==> src/rtl/irq_conditioner.sv <==
// Interrupt conditioner: per-line synchroniser, level/sticky-edge capture, enable mask, Wishbone status/clear.
// Latency: raw line change reaches irq_o SYNC_STAGES+1 edges after it is sampled; bus ack one cycle after strobe.
// Backpressure: none; classic Wishbone, one ack per access, back-to-back accesses ack every other cycle.
module irq_conditioner #(
    parameter int          NUM_IRQ     = 32,
    parameter logic [31:0] EDGE_MASK   = 32'h0,
    parameter int          SYNC_STAGES = 2
) (
    input  logic               wb_clk_i,
    input  logic               wb_rst_ni,
    input  logic [NUM_IRQ-1:0] irq_src_i,
    input  logic [3:0]         wb_adr_i,
    input  logic [31:0]        wb_dat_i,
    input  logic [3:0]         wb_sel_i,
    input  logic               wb_we_i,
    input  logic               wb_cyc_i,
    input  logic               wb_stb_i,
    output logic [31:0]        wb_dat_o,
    output logic               wb_ack_o,
    output logic [NUM_IRQ-1:0] irq_o
);

    localparam logic [NUM_IRQ-1:0] EDGE = EDGE_MASK[NUM_IRQ-1:0];

    localparam logic [1:0] ADR_RAW     = 2'b00;
    localparam logic [1:0] ADR_PENDING = 2'b01;
    localparam logic [1:0] ADR_ENABLE  = 2'b10;
    localparam logic [1:0] ADR_ACTIVE  = 2'b11;

    // Synchroniser chain: index 0 samples the raw line, last index is the usable value.
    logic [SYNC_STAGES-1:0][NUM_IRQ-1:0] sync_q;
    logic [NUM_IRQ-1:0] s;
    logic [NUM_IRQ-1:0] prev_q;
    logic [NUM_IRQ-1:0] pending_q, pending_d;
    logic [NUM_IRQ-1:0] enable_q, enable_d;
    logic [NUM_IRQ-1:0] irq_q;
    logic               ack_q;
    logic [31:0]        dat_q, dat_d;

    logic               access;
    logic               wr;
    logic [31:0]        wmask;
    logic [31:0]        wbits32;
    logic [NUM_IRQ-1:0] wbits;
    logic [NUM_IRQ-1:0] wmask_n;
    logic [NUM_IRQ-1:0] clr;
    logic [NUM_IRQ-1:0] rise;

    // Address bits [1:0] are byte offsets within a word and never decoded.
    logic unused_bits;
    assign unused_bits = ^{wb_adr_i[1:0], wbits32, wmask};

    assign s       = sync_q[SYNC_STAGES-1];
    assign access  = wb_cyc_i & wb_stb_i & ~ack_q;
    assign wr      = access & wb_we_i;
    assign wmask   = {{8{wb_sel_i[3]}}, {8{wb_sel_i[2]}}, {8{wb_sel_i[1]}}, {8{wb_sel_i[0]}}};
    assign wbits32 = wb_dat_i & wmask;
    assign wbits   = wbits32[NUM_IRQ-1:0];
    assign wmask_n = wmask[NUM_IRQ-1:0];
    assign rise    = s & ~prev_q;

    // Next-state for pending/enable: a fresh rising edge beats a simultaneous W1C.
    always_comb begin
        clr      = '0;
        enable_d = enable_q;
        if (wr && (wb_adr_i[3:2] == ADR_PENDING)) begin
            clr = wbits;
        end
        if (wr && (wb_adr_i[3:2] == ADR_ENABLE)) begin
            enable_d = (enable_q & ~wmask_n) | wbits;
        end
        pending_d = (EDGE & (rise | (pending_q & ~clr))) | (~EDGE & s);
    end

    // Read mux; values are pre-write so a write returns the old register contents.
    always_comb begin
        dat_d = '0;
        case (wb_adr_i[3:2])
            ADR_RAW:     dat_d[NUM_IRQ-1:0] = s;
            ADR_PENDING: dat_d[NUM_IRQ-1:0] = pending_q;
            ADR_ENABLE:  dat_d[NUM_IRQ-1:0] = enable_q;
            ADR_ACTIVE:  dat_d[NUM_IRQ-1:0] = pending_q & enable_q;
            default:     dat_d = '0;
        endcase
    end

    // All state; reset clears everything including any in-flight bus access.
    always_ff @(posedge wb_clk_i or negedge wb_rst_ni) begin
        if (!wb_rst_ni) begin
            sync_q    <= '0;
            prev_q    <= '0;
            pending_q <= '0;
            enable_q  <= '0;
            irq_q     <= '0;
            ack_q     <= 1'b0;
            dat_q     <= '0;
        end else begin
            sync_q    <= {sync_q[SYNC_STAGES-2:0], irq_src_i};
            prev_q    <= s;
            pending_q <= pending_d;
            enable_q  <= enable_d;
            irq_q     <= pending_q & enable_q;
            ack_q     <= access;
            if (access) begin
                dat_q <= dat_d;
            end
        end
    end

    assign irq_o    = irq_q;
    assign wb_ack_o = ack_q;
    assign wb_dat_o = dat_q;

endmodule

==> config.mk <==
export PLATFORM = sky130hd
export DESIGN_NAME = irq_conditioner
export DESIGN_NICKNAME = d
export VERILOG_FILES = /design/src/rtl/irq_conditioner.sv
export SDC_FILE = /design/constraint.sdc
export NUM_CORES = 1
export LEC_CHECK = 0
export BUFFER_PORTS_ARGS = -buffer_cell sky130_fd_sc_hd__buf_4
export CAP_MARGIN = 20
export CORE_UTILIZATION = 48
export CTS_CLUSTER_DIAMETER = 40
export DETAILED_ROUTE_END_ITERATION = 6
export GPL_TIMING_DRIVEN = 0
export PLACE_DENSITY = 0.73
export SETUP_SLACK_MARGIN = 0.2
export SYNTH_ARGS = -nofsm -noshare
export SYNTH_HDL_FRONTEND = slang
export SYNTH_SLANG_ARGS = --single-unit
==> constraint.sdc <==
create_clock -name wb_clk_i -period 1.5 [get_ports wb_clk_i]
set_clock_uncertainty 0.05 [all_clocks]
set_input_delay 0.075 -clock wb_clk_i [delete_from_list [all_inputs] [get_ports wb_clk_i]]
set_output_delay 0.075 -clock wb_clk_i [all_outputs]
set_load 0.01 [all_outputs]
* After elaboration in Yosys (flattened, before gate mapping)
Cells that the tools add are included.
** Word-level totals
- Register bits :: 193
- Bits in latches :: 0
- Memory bits (writable) :: 0
- ROM bits :: 0
- Input bits :: 77
- Output and inout bits :: 65
- Word-level logic and storage cells :: 22
- Memories kept :: 0
** Cells by class
- $add $sub $neg :: 0
- Multiply operators :: 0
- Divide/modulo/power cells :: 0
- Magnitude comparators :: 0
- Equal/unequal tests :: 3
- Shifts and indexed selects :: 0
- Muxes and demuxes :: 1
- Bitwise logic cells :: 9
- Reductions and logical operators :: 2
** Operators by type and width (count)
- 32-bit case mux with 4 select lines :: 1
- 32-bit bitwise AND :: 3
- 32-bit NOT :: 1
- 32-bit OR :: 1
- 2-bit equality test (second input constant) :: 2
- 1-bit bitwise AND :: 3
- 2-bit by 1-bit equality test with 1-bit output (second input constant) :: 1
- 2-bit zero test :: 1
- 1-bit logical AND :: 1
- 1-bit NOT :: 1

* Depth between registers and ports, before layout
- Depth in word-level cells :: 4
- Depth in mapped cells :: 5
- Depth with buffers taken out :: 4

* Worst setup path before layout
No wires, ideal clock.
- Kind :: flip-flop to flip-flop
- From :: register ack_q (netlist: wb_ack_o)
- To :: register (tool-made name)
- Setup time :: 0.125 ns
- Data arrival time :: 1.305 ns
- Required time :: 1.325 ns
- Slack :: 0.020 ns
- Cell stages (with the launch flop) :: 6
- Path buffers :: 1
- Period minus slack after synthesis :: 1.480 ns
- Cells stage by stage :: dfrtp_1 nand3b_1 inv_1 and3_4 buf_6 mux2_4
** RTL lines
- start: declaration :: RTL line 37 : logic ack_q;
- start signal: assignment :: RTL line 103 : ack_q <= access;

==> flow_summary.json <==
{
  "vdd.ir_drop.worst_v": 0.000996,
  "timing.critical_path.slowest_cell_delay_ns": 0.39,
  "syn_area_per_cell_um2": 15.5,
  "clk_root_buffer_cell": "sky130_fd_sc_hd__clkbuf_16",
  "antenna-diode-count": 0,
  "timing.hold.worst.start": "wb_stb_i",
  "worstPathCellList": "nand3b_1 > inv_2 > and3_4 > buf_12 > mux2_4",
  "numClockSinks": 193,
  "synth_area_leaders": "sky130_fd_sc_hd__dfrtp_1, sky130_fd_sc_hd__mux2_4, sky130_fd_sc_hd__o221ai_1, sky130_fd_sc_hd__and2_1, sky130_fd_sc_hd__nand2b_1",
  "p_per_area_nw_per_um2": 1280,
  "clk_pin_slew_worst_paths_ns": 0.06,
  "io_pins": 142,
  "initialDrtViolationCount": 243,
  "yosys_warnings": 0,
  "wire_length_of_the_first_global_routing_pass_um": 22700,
  "final_core_util_pct": 73.2,
  "grt_pass1_vias": 4428,
  "final.period_utilization_pct": 105,
  "num-nets-final": 721,
  "antenna_left": 0,
  "avgRoutedWirePerCell_um": 18.1,
  "htree_levels": 4,
  "fin_setup_tns_ns": -1.34,
  "worst_ep_arrival_time_ns": 1.82,
  "fin_crit_ns": 1.57,
  "area.growth.synth_to_final_pct": 46.2,
  "synthCells": 414,
  "setup_ws_ns": -0.0676,
  "slew_headroom_pct": 57.6,
  "wl_met1_um": 6000,
  "violated_checks": "hold timing, setup timing",
  "global_route.overflow_total": 0,
  "worst_setup_path_start": "wb_ack_o$_DFF_PN0_",
  "critPathKind": "reg -> reg",
  "timing.final.max_slew_violations": 0,
  "synthDominantCellAreaShare_pct": 75.2,
  "drt_pre_antenna_iters": 5,
  "worst_setup_path_start_kind": "register",
  "maxClockFrequency_ghz": 0.638,
  "tritoncts.num_buffers": 17,
  "fillerInstances": 821,
  "die_w_um": 118,
  "mappedNetlistNets": 491,
  "highest-signal-layer": "met4",
  "critical_path_peak_fanout": 8,
  "initial_core_util_pct": 50.1,
  "syn-cell-area_um2": 6420,
  "worstSkewPairLatency_ns": 0.43,
  "final-setup-viol-count": 27,
  "timing.hold.worst.class": "in -> reg",
  "die_h_um": 118,
  "drt_total_wl_um": 15000,
  "grt_antenna_before_repair": 0,
  "max_slew.worst_pin.slew_ns": 0.636,
  "rows": 41,
  "gr-usage-all-layers_pct": 22.2,
  "synth.yosys.seq_area_share_pct": 75.2,
  "rsz0062_at_grt": "true",
  "tritoncts_clock_tree": "done",
  "final_worst_hold_slack_ns": -0.00944,
  "max_cap_violations": 0,
  "post_route_cells_drive_above_1_share_pct": 41.7,
  "ctsLongestPathBuffers": 2,
  "preCtsSetupSlack_ns": -0.239,
  "vias_per_cell": 5.02,
  "power.leakage_nw": 4.44,
  "cp.required_ns": 1.75,
  "fp.coreArea_um2": 12800,
  "wl_met2_um": 8030,
  "globalplace.congestion": 0.721,
  "met3_length_um": 538,
  "post-synth-top-area-cell": "sky130_fd_sc_hd__dfrtp_1",
  "cp_slowest_cell": "sky130_fd_sc_hd__dfrtp_1",
  "dp_hpwl_um": 8780,
  "final_hold_viol_count": 1,
  "ys_seq_elements": 193,
  "maximum_number_of_pins_on_one_net_before_global_route_repair": 103,
  "routed-via-count": 4153,
  "status": "finished with violations",
  "detail_route.drc_violations": 0,
  "synth.distinct_cells": 19,
  "r2r_start": "wb_ack_o$_DFF_PN0_",
  "cts-hold-fix-buffers": 65,
  "numPortBuffers": 139,
  "totalPowerFinal_mw": 12.0,
  "die_area_um2": 13800,
  "timing.critical_path.to_type": "register"
}
==> metrics by stage <==
stage                     instance area [um^2]  instances  hold WS (ns)
after detailed placement                  7730        726         0.108
after global placement                    7700        725         0.134
after CTS                                 8990        823       -0.0510
after floorplan                           6440        414        -0.271
final                                     9390        827      -0.00944
after global routing                      9390        827       -0.0331
==> routing by layer <==
| layer | up-vias | global-route usage, % |
|---|---|---|
| met5 | - | 0 |
| met4 | 0 | 11.6 |
| met3 | 29 | 5.62 |
| met2 | 123 | 37.2 |
| met1 | 2115 | 26.4 |
| li1 | 1886 | - |
==> final timing paths <==
check                                          to  slack, ns  depth (start not counted)
hold reg to reg            pending_d[0]$_DFF_PN0_       0.29                          0
max in group asynchronous               async pin       0.44                          3
min in group asynchronous               async pin       0.13                          2
hold / removal                 wb_ack_o$_DFF_PN0_     -0.009                          3
setup reg to reg                         register      -0.07                          5
setup / recovery                         register      -0.07                          5
==> synthesized netlist by cell type <==
cell type,count
sky130_fd_sc_hd__dfrtp_1,193
sky130_fd_sc_hd__and2_1,32
sky130_fd_sc_hd__nand2_1,32
sky130_fd_sc_hd__o221ai_1,32
sky130_fd_sc_hd__nand2b_1,30
sky130_fd_sc_hd__mux2_4,24
sky130_fd_sc_hd__o21ai_1,20
sky130_fd_sc_hd__clkbuf_1,14
sky130_fd_sc_hd__o21ai_0,12
sky130_fd_sc_hd__mux2_2,8
sky130_fd_sc_hd__and3_4,3
sky130_fd_sc_hd__buf_2,3
sky130_fd_sc_hd__buf_6,3
sky130_fd_sc_hd__inv_1,2
sky130_fd_sc_hd__or2b_1,2
sky130_fd_sc_hd__and3b_4,1
sky130_fd_sc_hd__nand3_2,1
sky130_fd_sc_hd__nand3b_1,1
sky130_fd_sc_hd__or2_1,1
==> placed cells by master (no fill, tap or decap), drive strengths merged <==
cell / count
nand3b: 1
inv: 2
bufinv: 1
dlygate4sd3: 65
o21ai: 32
nand2: 32
o221ai: 32
nand2b: 30
nand3: 1
and3: 3
clkbuf: 31
buf: 156
and2: 32
dfrtp: 193
or2: 1
and3b: 1
clkinvlp: 5
mux2: 32
or2b: 2
clkinv: 3
==> report_power, final <==
part           internal (mW)  total (mW)  switching, mW  leakage [nW]
Clock                   2.35        4.17           1.82         0.253
Combinational           1.01        1.74          0.732          1.80
Sequential              5.73        6.08          0.354          2.39
==> worst max-delay path: cells and delay by family, from the launching register on <==
kind                   cells  cell delay [ns]
and+or+nand+nor            2             0.43
DFF                        1             0.39
muxes                      1             0.31
buffers and inverters      2             0.27
==> cell families after synthesis <==
kind of cell	share of synthesized area, %
flip-flops	75.2
AND/OR/NAND/NOR	9.23
buffers and inverters	1.69
AO/OA/AOI/OAI	6.86
multiplexers	7.01
==> timing repair <==
action | 4_1_cts | 5_1_grt
buffers inserted | 2 | 1
endpoints found under the hold margin | 166 | 1
pin swaps | 3 | 5
gates cloned | 0 | 3
endpoints found under the setup margin | 64 | 156
gates resized for setup | 14 | 106
==> area by class of cell <==
class                      count  area, um^2  area share (%)
multi-input combinational    199        1730            18.4
sequential                   193        4830            51.4
clock inverter                 9        86.3           0.919
timing repair buffer         211        1830            19.5
clock buffer                  21         460            4.90
inverter                       2        7.51          0.0799
buffer                        20         231            2.46
tap                          172         215            2.29
Power figures use the tool's default switching activity.
